$ cat src/rtl/mod_sha256_pkg.sv
// Shared definitions for the SHA-256 compression engine: opcodes, FSM states,
// the round-constant table and the SHA-256 bit-mixing functions.
package mod_sha256_pkg;

  localparam logic [7:0] OP_IDLE    = 8'd0;
  localparam logic [7:0] OP_RESET_H = 8'd10;
  localparam logic [7:0] OP_HASH_B0 = 8'd20;
  localparam logic [7:0] OP_HASH_B1 = 8'd21;

  localparam logic [7:0] MSG_BASE_B0 = 8'd0;
  localparam logic [7:0] MSG_BASE_B1 = 8'd16;

  typedef enum logic [2:0] {
    ST_IDLE   = 3'd0,
    ST_LOADH  = 3'd1,
    ST_LOADM  = 3'd2,
    ST_ROUNDS = 3'd3,
    ST_FINAL  = 3'd4,
    ST_DONE   = 3'd5
  } state_e;

  localparam logic [31:0] K [0:63] = '{
    32'h428a2f98, 32'h71374491, 32'hb5c0fbcf, 32'he9b5dba5, 32'h3956c25b, 32'h59f111f1, 32'h923f82a4, 32'hab1c5ed5,
    32'hd807aa98, 32'h12835b01, 32'h243185be, 32'h550c7dc3, 32'h72be5d74, 32'h80deb1fe, 32'h9bdc06a7, 32'hc19bf174,
    32'he49b69c1, 32'hefbe4786, 32'h0fc19dc6, 32'h240ca1cc, 32'h2de92c6f, 32'h4a7484aa, 32'h5cb0a9dc, 32'h76f988da,
    32'h983e5152, 32'ha831c66d, 32'hb00327c8, 32'hbf597fc7, 32'hc6e00bf3, 32'hd5a79147, 32'h06ca6351, 32'h14292967,
    32'h27b70a85, 32'h2e1b2138, 32'h4d2c6dfc, 32'h53380d13, 32'h650a7354, 32'h766a0abb, 32'h81c2c92e, 32'h92722c85,
    32'ha2bfe8a1, 32'ha81a664b, 32'hc24b8b70, 32'hc76c51a3, 32'hd192e819, 32'hd6990624, 32'hf40e3585, 32'h106aa070,
    32'h19a4c116, 32'h1e376c08, 32'h2748774c, 32'h34b0bcb5, 32'h391c0cb3, 32'h4ed8aa4a, 32'h5b9cca4f, 32'h682e6ff3,
    32'h748f82ee, 32'h78a5636f, 32'h84c87814, 32'h8cc70208, 32'h90befffa, 32'ha4506ceb, 32'hbef9a3f7, 32'hc67178f2
  };

  // Choose: f where e is 1, g where e is 0.
  function automatic logic [31:0] sha_ch(input logic [31:0] e, input logic [31:0] f, input logic [31:0] g);
    return (e & f) ^ (~e & g);
  endfunction

  // Majority of the three inputs, bitwise.
  function automatic logic [31:0] sha_maj(input logic [31:0] a, input logic [31:0] b, input logic [31:0] c);
    return (a & b) ^ (a & c) ^ (b & c);
  endfunction

  // Big sigma 0: rotr 2 ^ rotr 13 ^ rotr 22.
  function automatic logic [31:0] sha_bsig0(input logic [31:0] x);
    return {x[1:0], x[31:2]} ^ {x[12:0], x[31:13]} ^ {x[21:0], x[31:22]};
  endfunction

  // Big sigma 1: rotr 6 ^ rotr 11 ^ rotr 25.
  function automatic logic [31:0] sha_bsig1(input logic [31:0] x);
    return {x[5:0], x[31:6]} ^ {x[10:0], x[31:11]} ^ {x[24:0], x[31:25]};
  endfunction

  // Small sigma 0: rotr 7 ^ rotr 18 ^ shr 3.
  function automatic logic [31:0] sha_ssig0(input logic [31:0] x);
    return {x[6:0], x[31:7]} ^ {x[17:0], x[31:18]} ^ {3'b000, x[31:3]};
  endfunction

  // Small sigma 1: rotr 17 ^ rotr 19 ^ shr 10.
  function automatic logic [31:0] sha_ssig1(input logic [31:0] x);
    return {x[16:0], x[31:17]} ^ {x[18:0], x[31:19]} ^ {10'd0, x[31:10]};
  endfunction

endpackage

$ cat src/rtl/mod_sha256_round.sv
// One combinational SHA-256 round. Working variables are packed with
// index 0 = a ... index 7 = h.
module sha256_round
  import mod_sha256_pkg::*;
(
  input  logic [7:0][31:0] work_i,
  input  logic [31:0]      k_i,
  input  logic [31:0]      w_i,
  output logic [7:0][31:0] work_o
);

  logic [31:0] t1;
  logic [31:0] t2;

  // Compute T1/T2 and shift the working variables down by one position.
  always_comb begin
    t1 = work_i[7] + sha_bsig1(work_i[4]) + sha_ch(work_i[4], work_i[5], work_i[6]) + k_i + w_i;
    t2 = sha_bsig0(work_i[0]) + sha_maj(work_i[0], work_i[1], work_i[2]);
    work_o[0] = t1 + t2;
    work_o[1] = work_i[0];
    work_o[2] = work_i[1];
    work_o[3] = work_i[2];
    work_o[4] = work_i[3] + t1;
    work_o[5] = work_i[4];
    work_o[6] = work_i[5];
    work_o[7] = work_i[6];
  end

endmodule

$ cat src/rtl/mod_sha256.sv
// SHA-256 compression engine: loads H from the H/K memory, loads one 512-bit
// block from the message memory, runs 64 rounds and folds the result into H.
// A level-held OPERATION / RDY handshake frames every command.
module mod_sha256
  import mod_sha256_pkg::*;
(
  input  logic        CLK,
  input  logic        RST_N,
  input  logic [7:0]  OPERATION,
  output logic [7:0]  HA,
  input  logic [31:0] HD,
  output logic [7:0]  MA,
  input  logic [31:0] MD,
  output logic        RDY
);

  state_e           state_q, state_d;
  logic [5:0]       cnt_q, cnt_d;
  logic [7:0]       op_q, op_d;
  logic [7:0]       ha_q, ha_d;
  logic [7:0]       ma_q, ma_d;
  logic             rdy_q, rdy_d;

  // Digest state; kept under this exact name so benches can reach mut.H[i].
  logic [31:0]      H [0:7];
  logic [7:0][31:0] work_q;
  logic [7:0][31:0] round_out;
  logic [31:0]      w_q [0:15];
  logic [31:0]      w_new;
  logic             start_hash;

  assign start_hash = (OPERATION == OP_HASH_B0) || (OPERATION == OP_HASH_B1);
  assign w_new      = sha_ssig1(w_q[14]) + w_q[9] + sha_ssig0(w_q[1]) + w_q[0];

  assign HA  = ha_q;
  assign MA  = ma_q;
  assign RDY = rdy_q;

  sha256_round u_round (
    .work_i (work_q),
    .k_i    (K[cnt_q]),
    .w_i    (w_q[0]),
    .work_o (round_out)
  );

  // Next-state logic for the command FSM, counters, address and RDY registers.
  always_comb begin
    state_d = state_q;
    cnt_d   = cnt_q;
    op_d    = op_q;
    ha_d    = ha_q;
    ma_d    = ma_q;
    rdy_d   = 1'b0;
    case (state_q)
      ST_IDLE: begin
        cnt_d = 6'd0;
        if (OPERATION == OP_RESET_H) begin
          op_d    = OPERATION;
          ha_d    = 8'd0;
          state_d = ST_LOADH;
        end else if (OPERATION == OP_HASH_B0) begin
          op_d    = OPERATION;
          ma_d    = MSG_BASE_B0;
          state_d = ST_LOADM;
        end else if (OPERATION == OP_HASH_B1) begin
          op_d    = OPERATION;
          ma_d    = MSG_BASE_B1;
          state_d = ST_LOADM;
        end else begin
          state_d = ST_IDLE;
        end
      end
      ST_LOADH: begin
        if (cnt_q == 6'd7) begin
          cnt_d   = 6'd0;
          state_d = ST_DONE;
        end else begin
          cnt_d = cnt_q + 6'd1;
          ha_d  = ha_q + 8'd1;
        end
      end
      ST_LOADM: begin
        if (cnt_q == 6'd15) begin
          cnt_d   = 6'd0;
          state_d = ST_ROUNDS;
        end else begin
          cnt_d = cnt_q + 6'd1;
          ma_d  = ma_q + 8'd1;
        end
      end
      ST_ROUNDS: begin
        if (cnt_q == 6'd63) begin
          cnt_d   = 6'd0;
          state_d = ST_FINAL;
        end else begin
          cnt_d = cnt_q + 6'd1;
        end
      end
      ST_FINAL: begin
        state_d = ST_DONE;
      end
      ST_DONE: begin
        // RDY stays up only while the controller keeps the same command.
        if (OPERATION == op_q) begin
          rdy_d = 1'b1;
        end else begin
          state_d = ST_IDLE;
        end
      end
      default: begin
        state_d = ST_IDLE;
      end
    endcase
  end

  // Control registers with asynchronous active-low reset.
  always_ff @(posedge CLK or negedge RST_N) begin
    if (!RST_N) begin
      state_q <= ST_IDLE;
      cnt_q   <= 6'd0;
      op_q    <= OP_IDLE;
      ha_q    <= 8'd0;
      ma_q    <= 8'd0;
      rdy_q   <= 1'b0;
    end else begin
      state_q <= state_d;
      cnt_q   <= cnt_d;
      op_q    <= op_d;
      ha_q    <= ha_d;
      ma_q    <= ma_d;
      rdy_q   <= rdy_d;
    end
  end

  // Datapath: H array, working variables and the 16-word message window.
  always_ff @(posedge CLK or negedge RST_N) begin
    if (!RST_N) begin
      work_q <= '0;
      for (int i = 0; i < 8; i++) begin
        H[i] <= 32'd0;
      end
      for (int i = 0; i < 16; i++) begin
        w_q[i] <= 32'd0;
      end
    end else begin
      case (state_q)
        ST_IDLE: begin
          if (start_hash) begin
            for (int i = 0; i < 8; i++) begin
              work_q[i] <= H[i];
            end
          end
        end
        ST_LOADH: begin
          H[cnt_q[2:0]] <= HD;
        end
        ST_LOADM: begin
          w_q[cnt_q[3:0]] <= MD;
        end
        ST_ROUNDS: begin
          work_q <= round_out;
          for (int i = 0; i < 15; i++) begin
            w_q[i] <= w_q[i+1];
          end
          w_q[15] <= w_new;
        end
        ST_FINAL: begin
          for (int i = 0; i < 8; i++) begin
            H[i] <= H[i] + work_q[i];
          end
        end
        default: begin
        end
      endcase
    end
  end

endmodule

$ cat config.mk
export PLATFORM = sky130hd
export DESIGN_NAME = mod_sha256
export DESIGN_NICKNAME = d
export VERILOG_FILES = /design/src/rtl/mod_sha256_pkg.sv /design/src/rtl/mod_sha256_round.sv /design/src/rtl/mod_sha256.sv
export SDC_FILE = /design/constraint.sdc
export NUM_CORES = 1
export LEC_CHECK = 0
export CORE_ASPECT_RATIO = 0.6
export CORE_MARGIN = 10
export CORE_UTILIZATION = 40
export CTS_BUF_LIST = sky130_fd_sc_hd__clkbuf_4 sky130_fd_sc_hd__clkbuf_8 sky130_fd_sc_hd__clkbuf_16
export CTS_CLUSTER_DIAMETER = 40
export DETAILED_ROUTE_END_ITERATION = 8
export PLACE_DENSITY = 0.89
export RECOVER_POWER = 50
export SLEW_MARGIN = 20
export SYNTH_ARGS = -nofsm -noshare
export SYNTH_HDL_FRONTEND = slang
export SYNTH_SLANG_ARGS = --single-unit
$ cat constraint.sdc
create_clock -name CLK -period 4 [get_ports CLK]
set_input_delay 0.8 -clock CLK [delete_from_list [all_inputs] [get_ports CLK]]
set_output_delay 0.8 -clock CLK [all_outputs]
set_load 0.03 [all_outputs]
==> results of run 1 <==
-- power by group --
| group | switching (µW) | internal [µW] |
|---|---|---|
| Combinational | 14.5 | 12.1 |
| Clock | 131 | 174 |
| Sequential | 0.636 | 344 |
| Total | 146 | 530 |
-- layout make-up --
class,instances,share of cell area
Clock buffer,8,0.04947
Inverter,4,0.006745
Multi-Input combinational cell,144,0.4058
Sequential cell,34,0.3822
Tap cell,63,0.03541
Timing Repair Buffer,28,0.1203
-- final timing paths --
| check | end | slack, ps | cells past startpoint |
|---|---|---|---|
| worst min-delay path | MA[7]$_DFFE_PN0P_ | 500 | 1 |
| max in group asynchronous | op_q[6]$_DFFE_PN0P_ | 1380 | 2 |
| worst max register to register | MA[7]$_DFFE_PN0P_ | 1750 | 5 |
| worst max-delay path | op_q[0]$_DFFE_PN0P_ | 1280 | 7 |
| min in group asynchronous | HA[7]$_DFFE_PN0P_ | 1540 | 2 |
| worst min register to register | MA[7]$_DFFE_PN0P_ | 500 | 1 |
-- critical path: stages --
cell           delay [ps]
dlygate4sd3_1         570
nor3_1                300
nand4_1               190
nor2_1                120
clkbuf_1              490
nor2b_4                90
mux2_1                320
-- kinds of logic after synthesis --
logic type               share of synthesized area
adder cells (fa/ha/maj)                    0.02030
AO/OA/AOI/OAI                               0.1692
multiplexers                               0.01827
flip-flops                                  0.4601
AND/OR/NAND/NOR                             0.2314
XOR/XNOR                                   0.06631
buffers and inverters                      0.03450
-- registers in the layout, summed over array words and instances, names as in the netlist --
signal and cells:
MA 8, op_q 8, state_q 3, RDY 1, HA 8, cnt_q 6
-- metal layers --
| metal | wire length [µm] | GRT usage | vias to the layer above |
|---|---|---|---|
| met5 | 0 | 0 | - |
| met1 | 1911 | 0.1386 | 713 |
| li1 | - | - | 722 |
| met2 | 1744 | 0.1616 | 35 |
| met4 | 32 | 0.02950 | 0 |
| met3 | 370 | 0.06349 | 2 |
-- metrics by stage --
stage          instance area (µm²)  setup slack, ps  cells  hold WS [ps]    util
2_1_floorplan                 1849             1986    191         470.6       -
3_3_place_gp                  2155             1358    273         480.7  0.4770
3_5_place_dp                  2155             1324    273         485.0  0.4770
4_1_cts                       2265             1639    281         500.0  0.5014
5_1_grt                       2226            938.9    281         519.9  0.4928
6_report                      2226             1281    281         500.8  0.4928
-- cells in the final DEF (no fill, tap or decap), types with 4 or more instances in the layout --
master,count
dfrtp_1,34
clkdlybuf4s50_1,24
nor2_1,22
o21ai_0,19
nand2_1,16
xnor2_1,8
nand4_1,8
clkbuf_8,8
and3_1,6
xor2_1,6
nor3_1,5
a21oi_1,5
inv_1,4
a22o_1,4
a21o_1,4
==> flow_metrics.py, run 1 <==
metrics = {
    "finish": {
        "ff_latch_area_um2": 850.8,
        "drive_gt1_frac": 0.07798,
        "syn2layout_area_growth_pct": 20.37,
        "n_fill_cell": 430,
        "antenna_cells": 0,
        "multi_input_area_um2": 903.4,
        "final_net_count": 294,
    },
    "route": {
        "drt-initial-drc-count": 61,
        "num_vias": 1472,
        "vias_per_cell": 5.238,
        "first_pass_iters": 4,
        "drt_wl_total_um": 4058,
        "drc": 0,
        "wire_per_inst_um": 14.44,
        "drtAntennaViolNets": 0,
    },
    "sta": {
        "finalSetupTns_ps": 0,
        "setup_viol": 0,
        "fin_crit_ps": 2719,
        "rsz0062_at_grt": "false",
        "fin_skew_ps": 7.907,
        "relSlewSlack": -0.2418,
        "tightest_slew_ps": 1863,
        "hold_viol_final": 0,
        "drv_slew": 35,
        "fin_crit_sh": 0.6798,
        "max_freq_ghz": 0.3678,
    },
    "setup_path": {
        "end_kind": "flip-flop",
        "crit_arrival_ps": 2900,
        "path_class": "in2reg",
        "cp.required_ps": 4180,
        "cp-start-kind": "input pin",
        "crit_start": "OPERATION[5]",
        "path_max_fanout": 13,
        "r2r-start": "state_q[2]$_DFFE_PN0P_",
    },
    "logic_synthesis": {
        "synth.top_cell.area_share": 0.4601,
        "synth_common_cells": "34 x dfrtp_1, 22 x nor2_1, 17 x o21ai_0",
        "syn-num-nets": 268,
        "syn-instance-count": 191,
        "yosysTopAreaCell": "dfrtp_1",
        "synth_edf_count": 0,
        "synthMostInstantiatedCell": "dfrtp_1",
        "synth-seq-cells": 34,
        "syn_avg_cell_area_um2": 9.682,
        "synth_area_leaders": "dfrtp_1 46%, o21ai_0 4.6%, nor2_1 4.5%",
        "syn_area_um2": 1849,
        "synthFlopType": "dfrtp_1",
        "ys_types": 45,
        "ys_seq_area_frac": 0.4601,
        "async_flop_share": 1.000,
        "yosysWarnings": 0,
    },
    "floorplan": {
        "die_area_um2": 7832,
        "die_y_um": 72.67,
        "start_util": 0.4094,
        "num_rows": 19,
        "coreArea_um2": 4517,
        "die_w_um": 107.8,
        "ios": 91,
    },
    "clock_tree": {
        "cts_inserted_buffers": 5,
        "clockRootBuffer": "clkbuf_8",
        "cts_tree": "yes",
        "htreeDepth": 2,
        "cts_resized": 0,
        "clock_latency_ps": 300,
        "clk_pin_slew_ps": 70,
        "post-cts-setup-buffer-count": 0,
        "ctsHoldBuffers": 0,
        "clock_path_buffers": 2,
        "cts.sinks": 34,
    },
    "grt": {
        "grt_pass1_vias": 1517,
        "grt_overflow": 0,
        "grt_pass1_wl_um": 7058,
        "grt_max_degree": 35,
        "antenna_found_initial": 0,
        "globalRouteTotalUtil": 0.1114,
    },
    "worst_hold_path": {
        "holdCritPathClass": "reg2reg",
        "min_from": "MA[7]$_DFFE_PN0P_",
    },
    "run_status": {
        "status": "finished, violations left",
        "violations": "capacitance limit, slew limit",
    },
    "power": {
        "ir_worst_vdd_mv": 0.1453,
        "totalPowerFinal_uw": 676.3,
        "power_density_nw_per_um2": 303.8,
        "power.leakage_uw": 0.0008904,
    },
    "placed_design": {
        "dp_hpwl_um": 2932,
        "gp_congestion": 0.7963,
        "io_buffers": 26,
    },
    "job": {
        "cap_viol_max_count": 1,
    },
}
Power figures use the tool's default switching activity.
==> run 2, diff against run 1 <==
==> constraint.sdc (replaced) <==
create_clock -name CLK -period 2.8 [get_ports CLK]
set_input_delay 0.56 -clock CLK [delete_from_list [all_inputs] [get_ports CLK]]
set_output_delay 0.56 -clock CLK [all_outputs]
set_load 0.03 [all_outputs]
==> run 2 against run 1 <==
Net effect: largest cell class unchanged; register-to-register slack got worse by 1300 ps; the flow now finishes without violations; flip-flop and latch count did not move; largest power group unchanged; wire length rose by 4.1%; hold slack improved by 5.7 ps.
==> flow_metrics.py, run 2 (synthesis gave the netlist of run 1 again) <==
metrics = {
    "setup_path": {
        "path_class": "reg2reg",
        "r2r_end": "MA[3]$_DFFE_PN0P_",
        "reg2reg_depth": 5,
        "crit_start": "state_q[1]$_DFFE_PN0P_",
        "path_max_fanout": 14,
        "r2r-start": "state_q[1]$_DFFE_PN0P_",
        "crit_arrival_ps": 2460,
        "cp-start-kind": "flip-flop",
        "timing.critical_path.to": "MA[3]$_DFFE_PN0P_",
        "end_kind": "flip-flop",
        "reg2reg_slack_ps": 500,
        "cp.required_ps": 2960,
    },
    "clock_tree": {
        "post-cts-setup-buffer-count": 0,
        "clk_pin_slew_ps": 70,
        "clock_path_buffers": 2,
        "htreeDepth": 2,
        "clockRootBuffer": "clkbuf_8",
        "cts_tree": "yes",
        "clock_latency_ps": 290,
        "cts_inserted_buffers": 5,
        "cts.sinks": 34,
        "ctsHoldBuffers": 0,
        "cts_resized": 0,
    },
    "sta": {
        "relSlewSlack": 0.4566,
        "max_freq_ghz": 0.4347,
        "hold_viol_final": 0,
        "tightest_slew_ps": 806.6,
        "fin_ws_ps": 499.5,
        "finalSetupTns_ps": 0,
        "fin_crit_sh": 0.8216,
        "rsz0062_at_grt": "false",
        "fin_skew_ps": 5.541,
        "drv_slew": 0,
        "setup_viol": 0,
        "fin_crit_ps": 2300,
    },
    "finish": {
        "final_net_count": 295,
        "layout_commonest_cell": "dfrtp_1",
        "final_area_um2": 2250,
        "layout_common_cells": "34 x dfrtp_1, 22 x nor2_1, 21 x clkdlybuf4s50_1, 18 x o21ai_0, 16 x nand2_1",
        "final_core_util": 0.4981,
        "drive_gt1_frac": 0.09132,
        "final_cells": 282,
        "syn2layout_area_growth_pct": 21.65,
        "antenna_cells": 0,
    },
    "route": {
        "drtAntennaViolNets": 0,
        "drt-initial-drc-count": 105,
        "drc": 0,
        "vias_per_cell": 5.422,
        "num_vias": 1529,
        "wire_per_inst_um": 14.98,
        "first_pass_iters": 4,
        "drt_wl_total_um": 4225,
    },
    "floorplan": {
        "die_w_um": 107.8,
        "num_rows": 19,
        "die_y_um": 72.67,
        "coreArea_um2": 4517,
        "die_area_um2": 7832,
        "ios": 91,
        "start_util": 0.4094,
    },
    "placed_design": {
        "dp_hpwl_um": 3008,
        "io_buffers": 26,
        "place_ws_ps": 360.4,
        "dp.cells": 274,
        "placed_area_um2": 2162,
        "gp_congestion": 0.8129,
    },
    "power": {
        "power_density_nw_per_um2": 428.2,
        "ir_worst_vdd_mv": 0.2261,
        "power.leakage_uw": 0.0009032,
    },
    "grt": {
        "grt_max_degree": 35,
        "grt_pass1_vias": 1531,
        "grt_overflow": 0,
        "globalRouteTotalUtil": 0.1164,
        "grt_pass1_wl_um": 7424,
        "antenna_found_initial": 0,
    },
    "worst_hold_path": {
        "holdCritPathClass": "reg2reg",
        "min_from": "op_q[6]$_DFFE_PN0P_",
        "whs_path_depth": 1,
    },
    "job": {
        "cap_viol_max_count": 0,
    },
    "run_status": {
        "status": "complete, no violations",
    },
}
[run 2: changes by cell type in the layout (fill, tap and decap cells not counted)]
cell / change
buf_4: +3
clkbuf_1: -2
clkdlybuf4s50_1: -3
dlygate4sd3_1: +3
o21ai_0: -1
o21ai_1: +1
o21bai_1: -1
o21bai_4: +1
or2_0: +1
or2_4: -1
[run 2: layer usage]
metal	part of all wire	GRT usage	vias to the layer above
met3	0.087	0.05379	7
met5	0	0	-
met2	0.42	0.1677	50
met4	0.0095	0.03687	0
met1	0.48	0.1509	746
li1	-	-	726
[run 2: final cells by class]
| cell class | count | area, µm² |
|---|---|---|
| clock buffer | 8 | 110.1 |
| timing repair buffer | 29 | 282.8 |
| tap | 63 | 78.83 |
| multi-input combinational | 144 | 912.1 |
| fill | 423 | 2267 |
| sequential | 34 | 850.8 |
| inverter | 4 | 15.01 |
[run 2: worst min-delay path by stage]
stage                                endpoint  slack [ps]
final                     op_q[6]$_DFFE_PN0P_         510
after detailed placement  op_q[6]$_DFFE_PN0P_         490
after CTS                 op_q[1]$_DFFE_PN0P_         510
after global routing      op_q[1]$_DFFE_PN0P_         540
after floorplan             HA[0]$_DFFE_PN0P_         260
after global placement    op_q[1]$_DFFE_PN0P_         480
[run 2: worst max-delay path, stage by stage (launching register included)]
cell and delay [ps]:
dfrtp_1 570, or3b_1 600, a41oi_2 490, o2bb2ai_2 210, o21ai_0 190, o21ai_0 110
[run 2: stage by stage]
step,hold WS [ps],total power (µW)
after global placement,480.9,541.1
final,506.6,963.3
after CTS,511.5,970.3
after detailed placement,495.0,542.2
after global routing,537.3,1003
after floorplan,264.4,511.4
[run 2: report_power, final]
part | switching [µW] | internal [µW] | leakage [µW]
registers | 0.892 | 492 | 0.000367
clock network | 184 | 249 | 0.0000575
logic | 20.6 | 17.9 | 0.000479
==> run 3, diff against run 2 <==
==> constraint.sdc (replaced) <==
create_clock -name CLK -period 2.3 [get_ports CLK]
set_input_delay 0.46 -clock CLK [delete_from_list [all_inputs] [get_ports CLK]]
set_output_delay 0.46 -clock CLK [all_outputs]
set_load 0.03 [all_outputs]
==> run 3 against run 2 <==
Net effect: sequential power grew 22%; non-clock buffer count grew 5; hold slack lost 18 ps; wire length shrank 4.2%; clock-buffer cell count shrank 2; flip-flop and latch count is the same; critical endpoint is now op_q[0]$_DFFE_PN0P_.
==> flow_metrics.py, run 3 (synthesis gave the netlist of run 1 again) <==
metrics = {
    "finish": {
        "final_net_count": 300,
        "antenna_cells": 0,
        "drive_gt1_frac": 0.1071,
        "syn2layout_area_growth_pct": 22.53,
        "multi_input_area_um2": 915.9,
        "n_fill_cell": 423,
        "final_core_util": 0.5017,
        "layout_commonest_cell": "dfrtp_1",
        "ff_latch_area_um2": 850.8,
        "layout_common_cells": "34 x dfrtp_1, 23 x clkdlybuf4s50_1, 22 x nor2_1, 17 x o21ai_0, 16 x nand2_1",
    },
    "route": {
        "num_vias": 1470,
        "drc": 0,
        "drt_wl_total_um": 4049,
        "drtAntennaViolNets": 0,
        "drt-initial-drc-count": 64,
        "vias_per_cell": 5.122,
        "first_pass_iters": 4,
        "wire_per_inst_um": 14.11,
    },
    "setup_path": {
        "cp.depth": 6,
        "r2r_end": "state_q[0]$_DFFE_PN0P_",
        "max_stage_delay_ps": 450,
        "r2r-start": "cnt_q[0]$_DFFE_PN0P_",
        "path_max_fanout": 6,
        "crit_start": "OPERATION[5]",
        "end_kind": "flip-flop",
        "path_class": "in2reg",
        "cp_top_family": "simple AND/OR/NAND/NOR gates",
        "crit_chain": "clkdlybuf4s50_1 -> nor3_1 -> nand4_1 -> or2_0 -> nor2b_4 -> mux2_1",
        "reg2reg_depth": 6,
        "crit_arrival_ps": 2230,
        "cp-start-kind": "input pin",
        "cp.required_ps": 2480,
        "slowest_stage": "clkdlybuf4s50_1",
        "crit_buf_inv": 1,
        "reg2reg_slack_ps": 340,
    },
    "power": {
        "power_density_nw_per_um2": 493.8,
        "sw_frac_of_total": 0.2310,
        "ir_worst_vdd_mv": 0.2733,
        "power.leakage_uw": 0.0009153,
        "p_int_uw": 860.4,
        "power.share.clock": 0.423,
        "seq_power_share": 0.536,
        "power.switching_uw": 258.5,
        "combPwrFrac": 0.041,
    },
    "grt": {
        "grt_pass1_wl_um": 7203,
        "antenna_found_initial": 0,
        "grt_pass1_vias": 1492,
        "globalRouteTotalUtil": 0.1153,
        "grt_max_degree": 35,
        "grt_overflow": 0,
    },
    "sta": {
        "tightest_slew_ps": 865.6,
        "setup_viol": 0,
        "max_freq_ghz": 0.4887,
        "hold_viol_final": 0,
        "rsz0062_at_grt": "false",
        "fin_crit_sh": 0.8897,
        "relSlewSlack": 0.4229,
        "fin_skew_ps": 9.165,
        "finalSetupTns_ps": 0,
        "drv_slew": 0,
        "fin_crit_ps": 2046,
        "fin_ws_ps": 253.7,
    },
    "placed_design": {
        "io_buffers": 26,
        "dp_hpwl_um": 2923,
        "place_ws_ps": 35.29,
        "gp_congestion": 0.8290,
    },
    "floorplan": {
        "die_y_um": 72.67,
        "num_rows": 19,
        "start_util": 0.4094,
        "ios": 91,
        "coreArea_um2": 4517,
        "die_area_um2": 7832,
        "die_w_um": 107.8,
    },
    "clock_tree": {
        "htreeDepth": 2,
        "clock_latency_ps": 300,
        "ctsHoldBuffers": 0,
        "cts_tree": "yes",
        "clockRootBuffer": "clkbuf_8",
        "cts.sinks": 34,
        "clk_pin_slew_ps": 70,
        "cts_inserted_buffers": 5,
        "clock_path_buffers": 2,
        "cts_resized": 0,
        "post-cts-setup-buffer-count": 0,
    },
    "worst_hold_path": {
        "holdCritPathClass": "reg2reg",
        "whs_path_depth": 1,
        "hold_path_end": "MA[7]$_DFFE_PN0P_",
        "min_from": "MA[7]$_DFFE_PN0P_",
    },
    "run_status": {
        "status": "complete, no violations",
    },
    "job": {
        "cap_viol_max_count": 0,
    },
}
==> run 3: how the worst max path moves through the flow <==
stage and endpoint:
2_1_floorplan cnt_q[5]$_DFFE_PN0P_, 3_3_place_gp op_q[0]$_DFFE_PN0P_, 3_5_place_dp op_q[0]$_DFFE_PN0P_, 4_1_cts op_q[0]$_DFFE_PN0P_, 5_1_grt op_q[0]$_DFFE_PN0P_, 6_report op_q[0]$_DFFE_PN0P_
==> run 3: cell type report <==
class                      instances  share of cell area
clock buffer                       6             0.03644
clock inverter                     2            0.005522
inverter                           4            0.006626
multi-input combinational        144              0.4042
sequential                        34              0.3755
tap                               63             0.03479
timing repair buffer              34              0.1369
==> run 3: routing by layer <==
metal / vias to the layer above / track usage / part of all wire
met5: - / 0 / 0
met4: 0 / 0.04867 / 0.015
met3: 8 / 0.04850 / 0.089
met2: 47 / 0.1569 / 0.40
met1: 676 / 0.1550 / 0.49
li1: 739 / - / -
==> run 3: per-stage QoR <==
| stage | hold WS, ps | power [µW] | std cells | cell area, µm² |
|---|---|---|---|---|
| after CTS | 492.4 | 1132 | 287 | 2295 |
| final | 488.7 | 1119 | 287 | 2266 |
| after global routing | 527.9 | 1166 | 287 | 2266 |
| after global placement | 478.3 | 658.9 | 279 | 2200 |
| after detailed placement | 477.5 | 659.7 | 279 | 2200 |
| after floorplan | 164.4 | 622.6 | 191 | 1849 |
==> run 3: power groups by stage <==
stage	Clock, µW	Sequential, µW	Combinational [µW]
after global placement	0	611	47.9
after detailed placement	0	611	48.7
after floorplan	0	612	10.4
final	473	599	46.4
after global routing	514	599	52.3
after CTS	484	599	48.7
